[src/rtl/scan_pkg.sv]
// scan_pkg: shared constants and types for the LED-matrix / 7-seg scan block.
//   ROWS/COLS  : matrix geometry (8x8)
//   PIX_OFF    : all-columns-dark pattern for the active-low column drive
//   SEG_BLANK  : all-segments-off pattern for the active-low segment drive
//   COMM_*     : digit-enable codes for the two score digits
//   scan_state_t : row scheduler states
package scan_pkg;

    localparam int ROWS = 8;
    localparam int COLS = 8;

    localparam logic [COLS-1:0] PIX_OFF   = 8'hFF;
    localparam logic [6:0]      SEG_BLANK = 7'h7F;

    localparam logic [1:0] COMM_TENS  = 2'b10;
    localparam logic [1:0] COMM_UNITS = 2'b01;

    typedef enum logic [1:0] {
        ST_BLANK,
        ST_FETCH,
        ST_SHOW
    } scan_state_t;

endpackage

[src/rtl/seg7_decode.sv]
// seg7_decode: combinational BCD to 7-segment decoder.
//   bcd : in  4  digit value; 10..15 display as blank
//   seg : out 7  segment pattern {A..G}, active-low (0 = segment lit)
module seg7_decode
    import scan_pkg::*;
(
    input  logic [3:0] bcd,
    output logic [6:0] seg
);

    always_comb begin
        seg = SEG_BLANK;
        case (bcd)
            4'd0: seg = 7'b0000001;
            4'd1: seg = 7'b1001111;
            4'd2: seg = 7'b0010010;
            4'd3: seg = 7'b0000110;
            4'd4: seg = 7'b1001100;
            4'd5: seg = 7'b0100100;
            4'd6: seg = 7'b0100000;
            4'd7: seg = 7'b0001111;
            4'd8: seg = 7'b0000000;
            4'd9: seg = 7'b0000100;
            default: seg = SEG_BLANK;
        endcase
    end

endmodule

[src/rtl/matrix_scan_ctrl.sv]
// matrix_scan_ctrl: row-scan scheduler for the 8x8 RGB LED matrix and the
// 2-digit 7-seg score display.
//   clk, clear            : clock; asynchronous active-high reset
//   row_req, row_idx      : one-cycle fetch strobe and the row being fetched/shown
//   row_vld               : frame store has placed the row's layers on the inputs
//   body/red/green/ovl_row: layers, active-low; overlay_en selects ovl_row alone
//   bcd_hi, bcd_lo        : score digits
//   data_r/g/b            : column drive, active-low
//   comm                  : {1'b1,row} row select
//   d7_1, COMM_CLK        : segment pattern and digit enable (10 tens, 01 units)
//   frame_start           : one-cycle pulse when the row wraps 7->0
//   fetch_err             : sticky, a row slot ended without data
module matrix_scan_ctrl
    import scan_pkg::*;
#(
    parameter int SCAN_DIV  = 10001,
    parameter int BLANK_CYC = 4
) (
    input  logic             clk,
    input  logic             clear,
    output logic             row_req,
    output logic [2:0]       row_idx,
    input  logic             row_vld,
    input  logic [COLS-1:0]  body_row,
    input  logic [COLS-1:0]  red_row,
    input  logic [COLS-1:0]  green_row,
    input  logic [COLS-1:0]  ovl_row,
    input  logic             overlay_en,
    input  logic [3:0]       bcd_hi,
    input  logic [3:0]       bcd_lo,
    output logic [COLS-1:0]  data_r,
    output logic [COLS-1:0]  data_g,
    output logic [COLS-1:0]  data_b,
    output logic [3:0]       comm,
    output logic [6:0]       d7_1,
    output logic [1:0]       COMM_CLK,
    output logic             frame_start,
    output logic             fetch_err
);

    localparam int TW = $clog2(SCAN_DIV);
    localparam int BW = $clog2(BLANK_CYC + 1);

    scan_state_t   state, state_nxt;
    logic [TW-1:0] tick_cnt;
    logic [BW-1:0] blank_cnt, blank_nxt;
    logic          tick;
    logic          req_nxt;
    logic          take_row;
    logic [3:0]    digit_nxt;
    logic [6:0]    seg_nxt;

    assign tick = (tick_cnt == TW'(SCAN_DIV - 1));
    assign comm = {1'b1, row_idx};

    // Decode the digit that becomes enabled at the next tick, so d7_1 and
    // COMM_CLK change on the same edge.
    assign digit_nxt = (COMM_CLK == COMM_TENS) ? bcd_lo : bcd_hi;

    seg7_decode u_seg (
        .bcd (digit_nxt),
        .seg (seg_nxt)
    );

    always_ff @(posedge clk or posedge clear) begin
        if (clear) begin
            state     <= ST_BLANK;
            blank_cnt <= '0;
        end else begin
            state     <= state_nxt;
            blank_cnt <= blank_nxt;
        end
    end

    // Tick overrides every state: a row slot always ends on schedule.
    always_comb begin
        state_nxt = state;
        blank_nxt = blank_cnt;
        req_nxt   = 1'b0;
        take_row  = 1'b0;
        if (tick) begin
            state_nxt = ST_BLANK;
            blank_nxt = '0;
        end else begin
            case (state)
                ST_BLANK: begin
                    if (blank_cnt == BW'(BLANK_CYC - 1)) begin
                        state_nxt = ST_FETCH;
                        req_nxt   = 1'b1;
                        blank_nxt = '0;
                    end else begin
                        blank_nxt = blank_cnt + 1'b1;
                    end
                end
                ST_FETCH: begin
                    if (row_vld) begin
                        state_nxt = ST_SHOW;
                        take_row  = 1'b1;
                    end
                end
                ST_SHOW:  state_nxt = ST_SHOW;
                default:  state_nxt = ST_BLANK;
            endcase
        end
    end

    always_ff @(posedge clk or posedge clear) begin
        if (clear) begin
            tick_cnt    <= '0;
            row_req     <= 1'b0;
            row_idx     <= '0;
            data_r      <= PIX_OFF;
            data_g      <= PIX_OFF;
            data_b      <= PIX_OFF;
            d7_1        <= SEG_BLANK;
            COMM_CLK    <= COMM_TENS;
            frame_start <= 1'b0;
            fetch_err   <= 1'b0;
        end else begin
            tick_cnt    <= tick ? '0 : tick_cnt + 1'b1;
            row_req     <= req_nxt;
            frame_start <= tick && (row_idx == 3'(ROWS - 1));
            if (tick) begin
                row_idx  <= row_idx + 1'b1;
                data_r   <= PIX_OFF;
                data_g   <= PIX_OFF;
                data_b   <= PIX_OFF;
                COMM_CLK <= (COMM_CLK == COMM_TENS) ? COMM_UNITS : COMM_TENS;
                d7_1     <= seg_nxt;
                if (state != ST_SHOW)
                    fetch_err <= 1'b1;
            end else if (take_row) begin
                if (overlay_en) begin
                    data_b <= ovl_row;
                    data_r <= PIX_OFF;
                    data_g <= PIX_OFF;
                end else begin
                    // A lit body pixel masks red and green; a lit red masks green.
                    data_b <= body_row;
                    data_r <= red_row | ~body_row;
                    data_g <= green_row | ~body_row | ~red_row;
                end
            end
        end
    end

endmodule
[config.mk]
export PLATFORM = sky130hd
export DESIGN_NAME = matrix_scan_ctrl
export DESIGN_NICKNAME = d
export VERILOG_FILES = /design/src/rtl/scan_pkg.sv /design/src/rtl/seg7_decode.sv /design/src/rtl/matrix_scan_ctrl.sv
export SDC_FILE = /design/constraint.sdc
export NUM_CORES = 1
export LEC_CHECK = 0
export CAP_MARGIN = 40
export CORE_MARGIN = 4
export CORE_UTILIZATION = 51
export CTS_CLUSTER_DIAMETER = 120
export CTS_CLUSTER_SIZE = 10
export DETAILED_ROUTE_END_ITERATION = 16
export PLACE_DENSITY = 0.85
export SKIP_LAST_GASP = 1
export SYNTH_ARGS = -nofsm -noshare
export SYNTH_HDL_FRONTEND = slang
export SYNTH_SLANG_ARGS = --single-unit
[constraint.sdc]
create_clock -name clk -period 4.57 [get_ports clk]
set_clock_uncertainty 0.15 [all_clocks]
set_input_delay 1.371 -clock clk [delete_from_list [all_inputs] [get_ports clk]]
set_output_delay 1.371 -clock clk [all_outputs]
set_load 0.01 [all_outputs]
* Word level (Yosys, flattened, before mapping)
Memory sizes are Yosys's and may differ from the RTL's. A register that Yosys moved wholly into a read port is not among the register bits.
Index checks and enable logic that the tools add are counted.
** Word-level totals
- Input bits :: 44
- Logic and storage cells :: 60
- ROM bits :: 112
- Output and inout port bits :: 43
- Memories kept :: 1
- Bits in registers :: 51
** Operators by class
- Equal/unequal tests :: 9
- Mux-type cells :: 25
- $add $sub $neg :: 3
- Bitwise operators :: 5
- Reductions and logical operators :: 6
** Memories
- (name not given) :: depth 16, width 7, rd ports 1, clocked after memory_dff 1, wr ports 0, RTL line seg7_decode.sv:13 : case (bcd)
** Operator list (number)
- two-way mux 8 bit :: 9
- OR 8 bit :: 3
- inverter 8 bit :: 2
- adder 14 x 1 -> 14 bit, second input constant :: 1
- equality test 14 bit, second input constant :: 1
- two-way mux 14 bit :: 1
- two-way mux 3 bit :: 3
- two-way mux 2 bit :: 4
- adder 3 x 1 -> 3 bit, second input constant :: 2
- two-way mux 1 bit :: 6
- != test 3 bit, second input constant :: 2
- one-hot mux 2 bit (3 select lines) :: 1
- equality test 2 bit, second input constant :: 2
- two-way mux 4 bit :: 1
- AND reduction 2 bit :: 2
- nonzero test 2 bit :: 2
- equality test 3 x 2 -> 1 bit, second input constant :: 1
- equality test 3 bit, second input constant :: 1
- equality test 2 x 1 -> 1 bit, second input constant :: 1
- logical NOT 2 bit :: 1
- != test 2 bit, second input constant :: 1
- logical AND 1 bit :: 1

* Logic depth before layout (Yosys ltp)
- Depth in word-level cells :: 6
- Mapped depth :: 9
- Depth with buffers taken out :: 8

* Hierarchy
Synthesis repeated with hierarchy kept, for this count alone.
** Second synthesis, totals
- Cell total of the unflattened synthesis :: 314
- Area total of the unflattened synthesis :: 2965.3 um^2
** Modules (own cells, without submodules)
- matrix_scan_ctrl :: area each 2755.1 um^2, times used 1, cells an instance 281, seq. area each 1491.4 um^2
- seg7_decode :: area each 210.2 um^2, times used 1, cells an instance 33, seq. area each 0.0 um^2

* Least setup slack after synthesis
No wires, ideal clock.
- Path kind :: input to register
- From :: input port bcd_lo[0]
- To :: register d7_1[6]
- Path slack :: 1.971 ns
- Path buffers :: 0
- Required time :: 4.336 ns
- Arrival :: 2.366 ns
- Stages :: 6
- Setup time :: 0.084 ns
- Cell sequence :: mux2i_1 -> inv_1 -> ha_1 -> o211a_1 -> a211oi_1 -> o21ai_1
** Between the ends
- Longest elaborated chain between the ends :: 1
** RTL lines
- start, declared :: RTL line matrix_scan_ctrl.sv:30 : input logic [3:0] bcd_lo,
- two-way mux 4 bit :: RTL line matrix_scan_ctrl.sv:58 : assign digit_nxt = (COMM_CLK == COMM_TENS) ? bcd_lo : bcd_hi;
- end, declared :: RTL line matrix_scan_ctrl.sv:35 : output logic [6:0] d7_1,
No other way between the ends.
A chain may end at the register's enable or synchronous reset.

* Final worst setup path
- From :: register COMM_CLK[1]
- To :: output port COMM_CLK[1]
** RTL lines
- start, declared :: RTL line matrix_scan_ctrl.sv:36 : output logic [1:0] COMM_CLK,
- start signal, assigned :: RTL line matrix_scan_ctrl.sv:128 : COMM_CLK <= (COMM_CLK == COMM_TENS) ? COMM_UNITS : COMM_TENS;
No word-level cell between the ends.

==> impl_metrics.toml <==
[clock_network]
clk_root_buffer_cell = "clkbuf_8"
postCtsHoldBufs = 0
clock-sinks = 58
cts_setup_buffers = 0
cts_buffer_depth = 2
cts_tree = "done"
worst_skew_pair.late_latency_ns = 0.33
cts_resized = 0
htree_levels = 3
numCtsBuffers = 9
clk_pin_slew_ns = 0.07

[floorplan]
core_area_um2 = 5610
row_count = 27
initial_core_util_pct = 53.3
dieArea_um2 = 7150
die_h_um = 84.6
top_level_ports = 87
die_w_um = 84.6

[worst_setup_path]
slowest_delay_ns = 0.58
arrival_ns = 1.45
slowest_stage = "dfstp_2"
cp-end-kind = "output pin"
crit_required_ns = 3.05
worst_r2r_path_depth = 7
path_max_fanout = 6
critical_path_depth = 1
path_class = "reg2out"
cp-start-kind = "register"
path_delay_family = "flip-flops"
worst-path-buf-inv = 1
crit_chain = "clkdlybuf4s50_1"

[synth]
synth.most_common_cell = "nand2_1"
yosys.area_share.simple_pct = 23.5
synth_seq_cells = 58
ys_async_sr_fraction_pct = 100
synth_area_leaders = "dfstp_2, dfrtp_1, ha_1, o21ai_0, nand2_1"
syn_nets = 365
synth_top_flop_cell = "dfstp_2"
synth_fa_ha_area_share_pct = 5.86
ys_types = 45
synth_seq_area_share_pct = 49.9
synth-xor-area-share_pct = 4.10
synth_top_family_by_area = "simple AND/OR/NAND/NOR gates"
synth.avg_cell_area_um2 = 9.74
synth.top_cells.by_count = "nand2_1, dfstp_2, nor2_1, o21ai_0, dfrtp_1"
synth_edf_count = 0
synth_compound_area_share_pct = 10.0
syn_inst = 307
synth_top_area_share_pct = 28.1
synth_area_um2 = 2990
ys_warn_count = 0
yosys.area.top_type = "dfstp_2"
synth.mux.area_fraction_pct = 2.09

[grt]
grt_max_degree = 34
grt_util_all_layers_pct = 22.5
grt_pass1_vias = 2546
grt_pass1_wl_um = 12800
antenna_found_initial = 0
grt-ovfl-total = 0

[pwr]
clkPwrFrac_pct = 28.9
p_per_area_nw_per_um2 = 443
p_sw_share_pct = 28.3
p_int_uw = 1300
leakage_uw = 0.00170
switchingPower_uw = 513
p_seq_share_pct = 41.3
power.total_uw = 1810
irDropWorstVdd_uv = 200
pwr-share-comb_pct = 29.8

[sta]
setup_viol = 0
holdWs_ns = 0.332
worst_pin_slew_ns = 0.835
setup_tns_ns = 0
period_needed_ns = 2.98
hold_viol = 0
period_share_pct = 65.1
final_max_slew_viol_count = 0
rsz0062_at_grt = "false"
max_freq_mhz = 336
slew_headroom_pct = 44.3

[layout]
fin_util_pct = 73.1
fin_nets = 447
fillers = 408
antenna_cells = 0
area_delta_synth_final_pct = 37.0
drive_above_1_share_pct = 14.7

[route]
wl_um = 7770
drt_iter0_markers = 179
vias_per_cell = 5.45
wl_per_cell_um = 16.7
ant_nets = 0
vias = 2541
remaining_drc_errors = 0
firstDrtPassIters = 4

[placement]
globalplace.congestion = 0.840
dpl.hpwl_um = 5510
port_buffers = 85

[worst_hold_path]
hold_path_class = "reg2reg"
hold_path_depth = 2

[outcome]
status = "finished clean"

[flow_run]
drv_cap = 0
[kinds of logic (layout without fill, tap and decap cells)]
kind of cell / after synthesis / count (layout)
xor gates and xnor gates: 14 / 14
adders and majority gates: 14 / 14
muxes: 6 / 6
DFF: 58 / 58
other: 1 / 1
AOI/OAI and AO/OA: 51 / 51
buffers and inverters: 26 / 113
and+or+nand+nor: 137 / 137
[metrics by stage]
stage / setup slack (ns) / instance area (µm²) / std cells
after floorplan: 1.67 / 2990 / 307
after global placement: 1.33 / 3840 / 448
after detailed placement: 1.37 / 3880 / 450
after CTS: 1.58 / 4100 / 466
after global routing: 1.54 / 4100 / 466
final: 1.59 / 4100 / 466
[worst paths after layout]
kind,start,end,slack [ns]
max,COMM_CLK[1]$_DFFE_PP1P_,COMM_CLK[1],1.59
min,d7_1[6]$_DFFE_PP1P_,d7_1[6]$_DFFE_PP1P_,0.33
max reg2reg,COMM_CLK[1]$_DFFE_PP1P_,d7_1[6]$_DFFE_PP1P_,2.03
min reg2reg,d7_1[6]$_DFFE_PP1P_,d7_1[6]$_DFFE_PP1P_,0.33
max in group asynchronous,clear,data_g[7]$_DFFE_PP1P_,2.32
min in group asynchronous,clear,COMM_CLK[0]$_DFFE_PP0P_,1.15
[state kept, by name, indices dropped and copies added (netlist names)]
register / count
COMM_CLK: 2
blank_cnt: 3
d7_1: 7
data_b: 8
data_g: 8
data_r: 8
fetch_err: 1
frame_start: 1
row_idx: 3
row_req: 1
state: 2
tick_cnt: 14
[cells in the final DEF, fill, tap and decap left out, types with 3 or more instances in the layout]
cell type	netlist	layout
a211oi_1	3	3
a21oi_1	5	5
a31oi_1	3	3
and2_1	4	4
and4_1	3	3
clkbuf_8	0	10
clkdlybuf4s50_1	0	85
dfrtp_1	26	26
dfstp_2	32	32
ha_1	14	14
inv_1	8	7
mux2i_1	4	4
nand2_1	37	37
nand2b_1	11	11
nand3_1	15	15
nand4_1	5	5
nor2_1	32	32
nor3_1	11	11
nor4b_1	7	7
o21ai_0	28	28
o21ai_1	3	3
xnor2_1	11	11
xor2_1	3	3
[cell type report]
type / instances / area, µm² / share of cell area [%]
flip-flops and latches: 58 / 1490 / 36.4
clock inverters: 5 / 77.6 / 1.89
well taps: 72 / 90.1 / 2.20
inverters: 8 / 30.0 / 0.733
clock buffers: 11 / 141 / 3.45
multi-input cells: 223 / 1370 / 33.3
repair buffers: 89 / 901 / 22.0
[per-layer routing]
| layer | wire [µm] | track usage (%) | part of all wire (%) |
|---|---|---|---|
| met5 | 0 | 0 | 0 |
| met4 | 126 | 8.49 | 1.6 |
| met3 | 549 | 5.59 | 7.1 |
| met2 | 3750 | 35.5 | 48 |
| met1 | 3340 | 29.8 | 43 |
[power by group through the flow]
stage	sequential, µW	combinational [µW]	clock, µW
after floorplan	796	207	0
after global placement	754	513	0
after detailed placement	756	539	0
after CTS	749	548	536
after global routing	765	600	557
final	749	540	525
No activity file was read; power rests on OpenSTA's default activity.
==> RTL edit 1, RTL diff (same flow settings) <==
Change the parameter `SCAN_DIV` from 10001 to 5000.
--- a/src/rtl/matrix_scan_ctrl.sv
+++ b/src/rtl/matrix_scan_ctrl.sv
@@ -13,7 +13,7 @@
 module matrix_scan_ctrl
     import scan_pkg::*;
 #(
-    parameter int SCAN_DIV  = 10001,
+    parameter int SCAN_DIV  = 5000,
     parameter int BLANK_CYC = 4
 ) (
     input  logic             clk,
Behaviour: no difference found for any inputs over 10 cycles, from zero or initial values; that may be too few to reach the edited logic, so the function may still have changed.
==> RTL edit 1 against the original RTL <==
- combinational power down 10%
- synthesized area down 1.5%
- critical path depth unchanged
- die area down 1.4%
- design area down 2.0%
- sequential share of layout area up 0.13 points
- critical endpoint unchanged
- sequential cell count down 1
- first-iteration DRC count down 23%
- register-to-register slack worse by 0.11 ns
- total power down 9.0%
- wire length down 7.3%
- worst setup slack better by 0.013 ns
- count of clock-buffer cells in the layout unchanged
==> RTL edit 1: results (changes against the original RTL) <==
stage,metric,value,unit,change
run_status,status,completed,,
global_route,vias in the first global route,2473,,-2.9%
logic_synthesis,Unique masters post-synth,44,,-2.2%
route,Iter 0 DRT Violations,137,,-23%
critical_path,R2R Setup Slk,1.92,ns,-0.11 ns
global_route,first-pass GRT wire length,12000,um,-6.4%
cells_and_area,share of cells above drive strength 1,0.152,,+0.00446
global_route,largest net degree at the start of global routing,26,,-24%
place,Placed Instances,445,,-1.1%
place,GP Congestion,0.833,,-0.82%
clock_tree,CTS Root Buffer Type,clkbuf_8,,
logic_synthesis,syn nets,359,,-1.6%
cells_and_area,max reg flops,13,,-1
logic_synthesis,sequential fraction of the synthesis area,0.498,,-0.000657
critical_path,Critical Path AT,1.44,ns,
pwr,Leakage,1.71,nW,+0.25%
cells_and_area,Final #Nets,441,,-1.3%
sta,WHS,0.328,ns,-0.00372 ns
place,HPWL after DPL,5290,um,-3.9%
global_route,GRT Util Overall,0.217,,-0.00788
pwr,VDD IR max,0.000242,V,+21%
hold_path,hold path depth,1,,-1
logic_synthesis,Post-Syn Area per Cell,9.75,um2,about the same
route,vias per cell,5.42,,-0.67%
place,placement-stage cell area,3820,um2,-1.4%
logic_synthesis,top post-synthesis cells by count,"nand2_1, dfstp_2, nor2_1",,
route,detailed-route via count,2497,,-1.7%
sta,Worst-Margin Slew,0.686,ns,-0.149 ns
critical_path,"Largest stage delay, worst path",0.56,ns,-0.02 ns
critical_path,R2R depth,8,,+1
-- RTL edit 1: layout make-up --
type,count,area (um2)
clock inverters,5,27.5
fillers,415,1530
clock buffers,11,163
multi-input cells,218,1350
repair buffers,89,888
well taps,72,90.1
inverters,9,33.8
flip-flops and latches,57,1470
-- RTL edit 1: power by group --
part	switching, mW	internal, mW
clock network	0.207	0.240
logic	0.217	0.267
registers	0.0579	0.661
-- RTL edit 1: stage by stage --
stage	util	worst slack, ns
6_report	0.725	1.61
5_1_grt	0.725	1.51
4_1_cts	0.725	1.59
3_5_place_dp	0.690	1.33
3_3_place_gp	0.688	1.36
2_1_floorplan	-	1.70
-- RTL edit 1: routing by layer --
metal,up-vias,routed length [um],GRT usage,share of wire
met3,18,310,0.0365,0.043
met2,68,3580,0.357,0.50
met1,1207,3100,0.274,0.43
met4,0,208,0.110,0.029
li1,1204,-,-,-
met5,-,0,0,0
-- RTL edit 1: path summary, 6_finish.rpt --
kind,startpoint,to
worst max-delay path,COMM_CLK[1],COMM_CLK[1]
worst min-delay path,tick_cnt[0],tick_cnt[0]
worst max register to register,COMM_CLK[1],d7_1[3]
worst min register to register,tick_cnt[0],tick_cnt[0]
max in group asynchronous,clear,d7_1[0]
min in group asynchronous,clear,COMM_CLK[0]
-- RTL edit 1: logic make-up (layout without fill, tap and decap cells) --
kind of cell,count (synthesis),in the layout,share of synthesized area
and+or+nand+nor,133,133,0.234
DFF,57,57,0.498
AOI/OAI and AO/OA,51,51,0.103
buffers and inverters,27,114,0.0446
adders and majority gates,13,13,0.0552
xor gates and xnor gates,12,12,0.0357
muxes,8,8,0.0280
other,1,1,0.00127
==> RTL edit 2, RTL diff (same flow settings) <==
Without the edit above. The output `row_req` loses its register stage (`row_req` becomes a continuous assignment). Comments in the files are not updated.
--- a/src/rtl/matrix_scan_ctrl.sv
+++ b/src/rtl/matrix_scan_ctrl.sv
@@ -107,7 +107,6 @@
     always_ff @(posedge clk or posedge clear) begin
         if (clear) begin
             tick_cnt    <= '0;
-            row_req     <= 1'b0;
             row_idx     <= '0;
             data_r      <= PIX_OFF;
             data_g      <= PIX_OFF;
@@ -118,7 +117,6 @@
             fetch_err   <= 1'b0;
         end else begin
             tick_cnt    <= tick ? '0 : tick_cnt + 1'b1;
-            row_req     <= req_nxt;
             frame_start <= tick && (row_idx == 3'(ROWS - 1));
             if (tick) begin
                 row_idx  <= row_idx + 1'b1;
@@ -144,4 +142,6 @@
         end
     end
 
+    assign row_req = req_nxt;
+
 endmodule
Formal check against the unedited RTL: not equivalent (a bounded check fails within 4 cycles, from zero or initial values).
==> RTL edit 2 against the original RTL <==
- wire length up 2.5%
- synthesized area is 0.84% lower
- highest routed layer unchanged
- total power grew 6.5%
- sequential cell count fell by 1
- worst setup slack worse by 0.82 ns
- final cell count down 0.21%
- design area grew 0.79%
- die area is 0.77% lower
- first-iteration DRC count rose by 4.5%
==> RTL edit 2: results (changes against the original RTL) <==
stage,metric,value,unit,change
cells_and_area,# fillers,376,,-7.8%
logic_synthesis,Synth Area in Compound Gates,0.101,,+0.000847
cells_and_area,Final #Nets,446,,-0.22%
critical_path,Critical Path AT,2.27,ns,+0.82 ns
hold_path,HP Class,flip-flop to flip-flop,,
global_route,largest net degree at the start of global routing,41,,+21%
logic_synthesis,syn nets,364,,-0.27%
pwr,Leakage,1.72,nW,+0.99%
place,PortBufs,85,,unchanged
place,Place WS,1.13,ns,-0.239 ns
logic_synthesis,Post-Synth XOR/XNOR Area,0.0414,,+0.000346
route,Iter 0 DRT Violations,187,,+4.5%
critical_path,slowest CP cell,clkdlybuf4s50_1,,
global_route,remaining global-route overflow,0,,unchanged
logic_synthesis,asr flop ratio synth,1.00,,unchanged
logic_synthesis,synth top area cells,"dfstp_2, dfrtp_1, ha_1",,
critical_path,"Largest stage delay, worst path",0.60,ns,+0.02 ns
place,HPWL after DPL,5440,um,-1.3%
critical_path,crit-path max FO,5,,-1
global_route,first-pass GRT wire length,13000,um,+1.5%
logic_synthesis,top post-synthesis cells by count,"nand2_1, dfstp_2, nor2_1",,
clock_tree,clock buffer depth,2,,unchanged
cells_and_area,share of cells above drive strength 1,0.150,,+0.00292
route,vias per cell,5.54,,+1.6%
run_status,status,completed,,
sta,Slew HR,0.454,,+0.0104
global_route,GRT Util Overall,0.230,,+0.00575
logic_synthesis,Synth Area in Adders,0.0591,,+0.000494
route,routed len/inst,17.1,um,+2.7%
clock_tree,"Clk pin slew, worst setup/hold paths",0.06,ns,
logic_synthesis,sequential fraction of the synthesis area,0.495,,-0.00423
place,GP Congestion,0.846,,+0.70%
logic_synthesis,multiplexer share of the synthesized area,0.0211,,+0.000177
global_route,vias in the first global route,2586,,+1.6%
pwr,VDD IR max,0.000301,V,+50%
RTL edit 2: per-layer routing:
metal	vias to the layer above	routed length, um	global-route usage
li1	1217	-	-
met1	1257	3390	0.304
met2	89	3920	0.367
met3	14	528	0.0697
met4	0	120	0.0687
met5	-	0	0
RTL edit 2: area by class of cell:
cell class,count,share of cell area
clock buffers,11,0.0367
clock inverters,5,0.0303
inverters,8,0.00727
multi-input cells,223,0.331
flip-flops and latches,57,0.355
well taps,72,0.0218
repair buffers,89,0.218
RTL edit 2: cell families after synthesis:
logic type / Yosys count
buffers and inverters: 26
muxes: 6
adders and majority gates: 14
and+or+nand+nor: 137
DFF: 57
xor gates and xnor gates: 14
AOI/OAI and AO/OA: 51
other: 1
RTL edit 2: critical path, delay by kind of cell, from the launching register on:
family,cells,cell delay (ns)
adders and majority gates,1,0.18
buffers and inverters,2,0.67
DFF,1,0.41
and+or+nand+nor,3,0.68
RTL edit 2: final timing paths:
path	end	slack (ns)	start
worst max-delay path	row_req	0.78	tick_cnt[0]
worst min-delay path	d7_1[6]	0.33	d7_1[6]
worst max register to register	d7_1[6]	2.00	COMM_CLK[1]
worst min register to register	d7_1[6]	0.33	d7_1[6]
max in group asynchronous	data_b[0]	2.10	clear
min in group asynchronous	blank_cnt[0]	1.38	clear
RTL edit 2: metrics by stage:
stage	area (um2)	total power, mW	hold slack [ns]	std cells
floorplan	2970	0.991	0.317	306
global placement	3830	1.25	0.311	448
detailed placement	3850	1.28	0.316	449
CTS	4130	1.94	0.334	465
global route	4130	2.03	0.345	465
finish	4130	1.93	0.330	465
RTL edit 2: power breakdown:
group	total [mW]	internal (mW)	switching, mW
logic	0.545	0.295	0.250
registers	0.739	0.677	0.0619
clock network	0.648	0.446	0.201
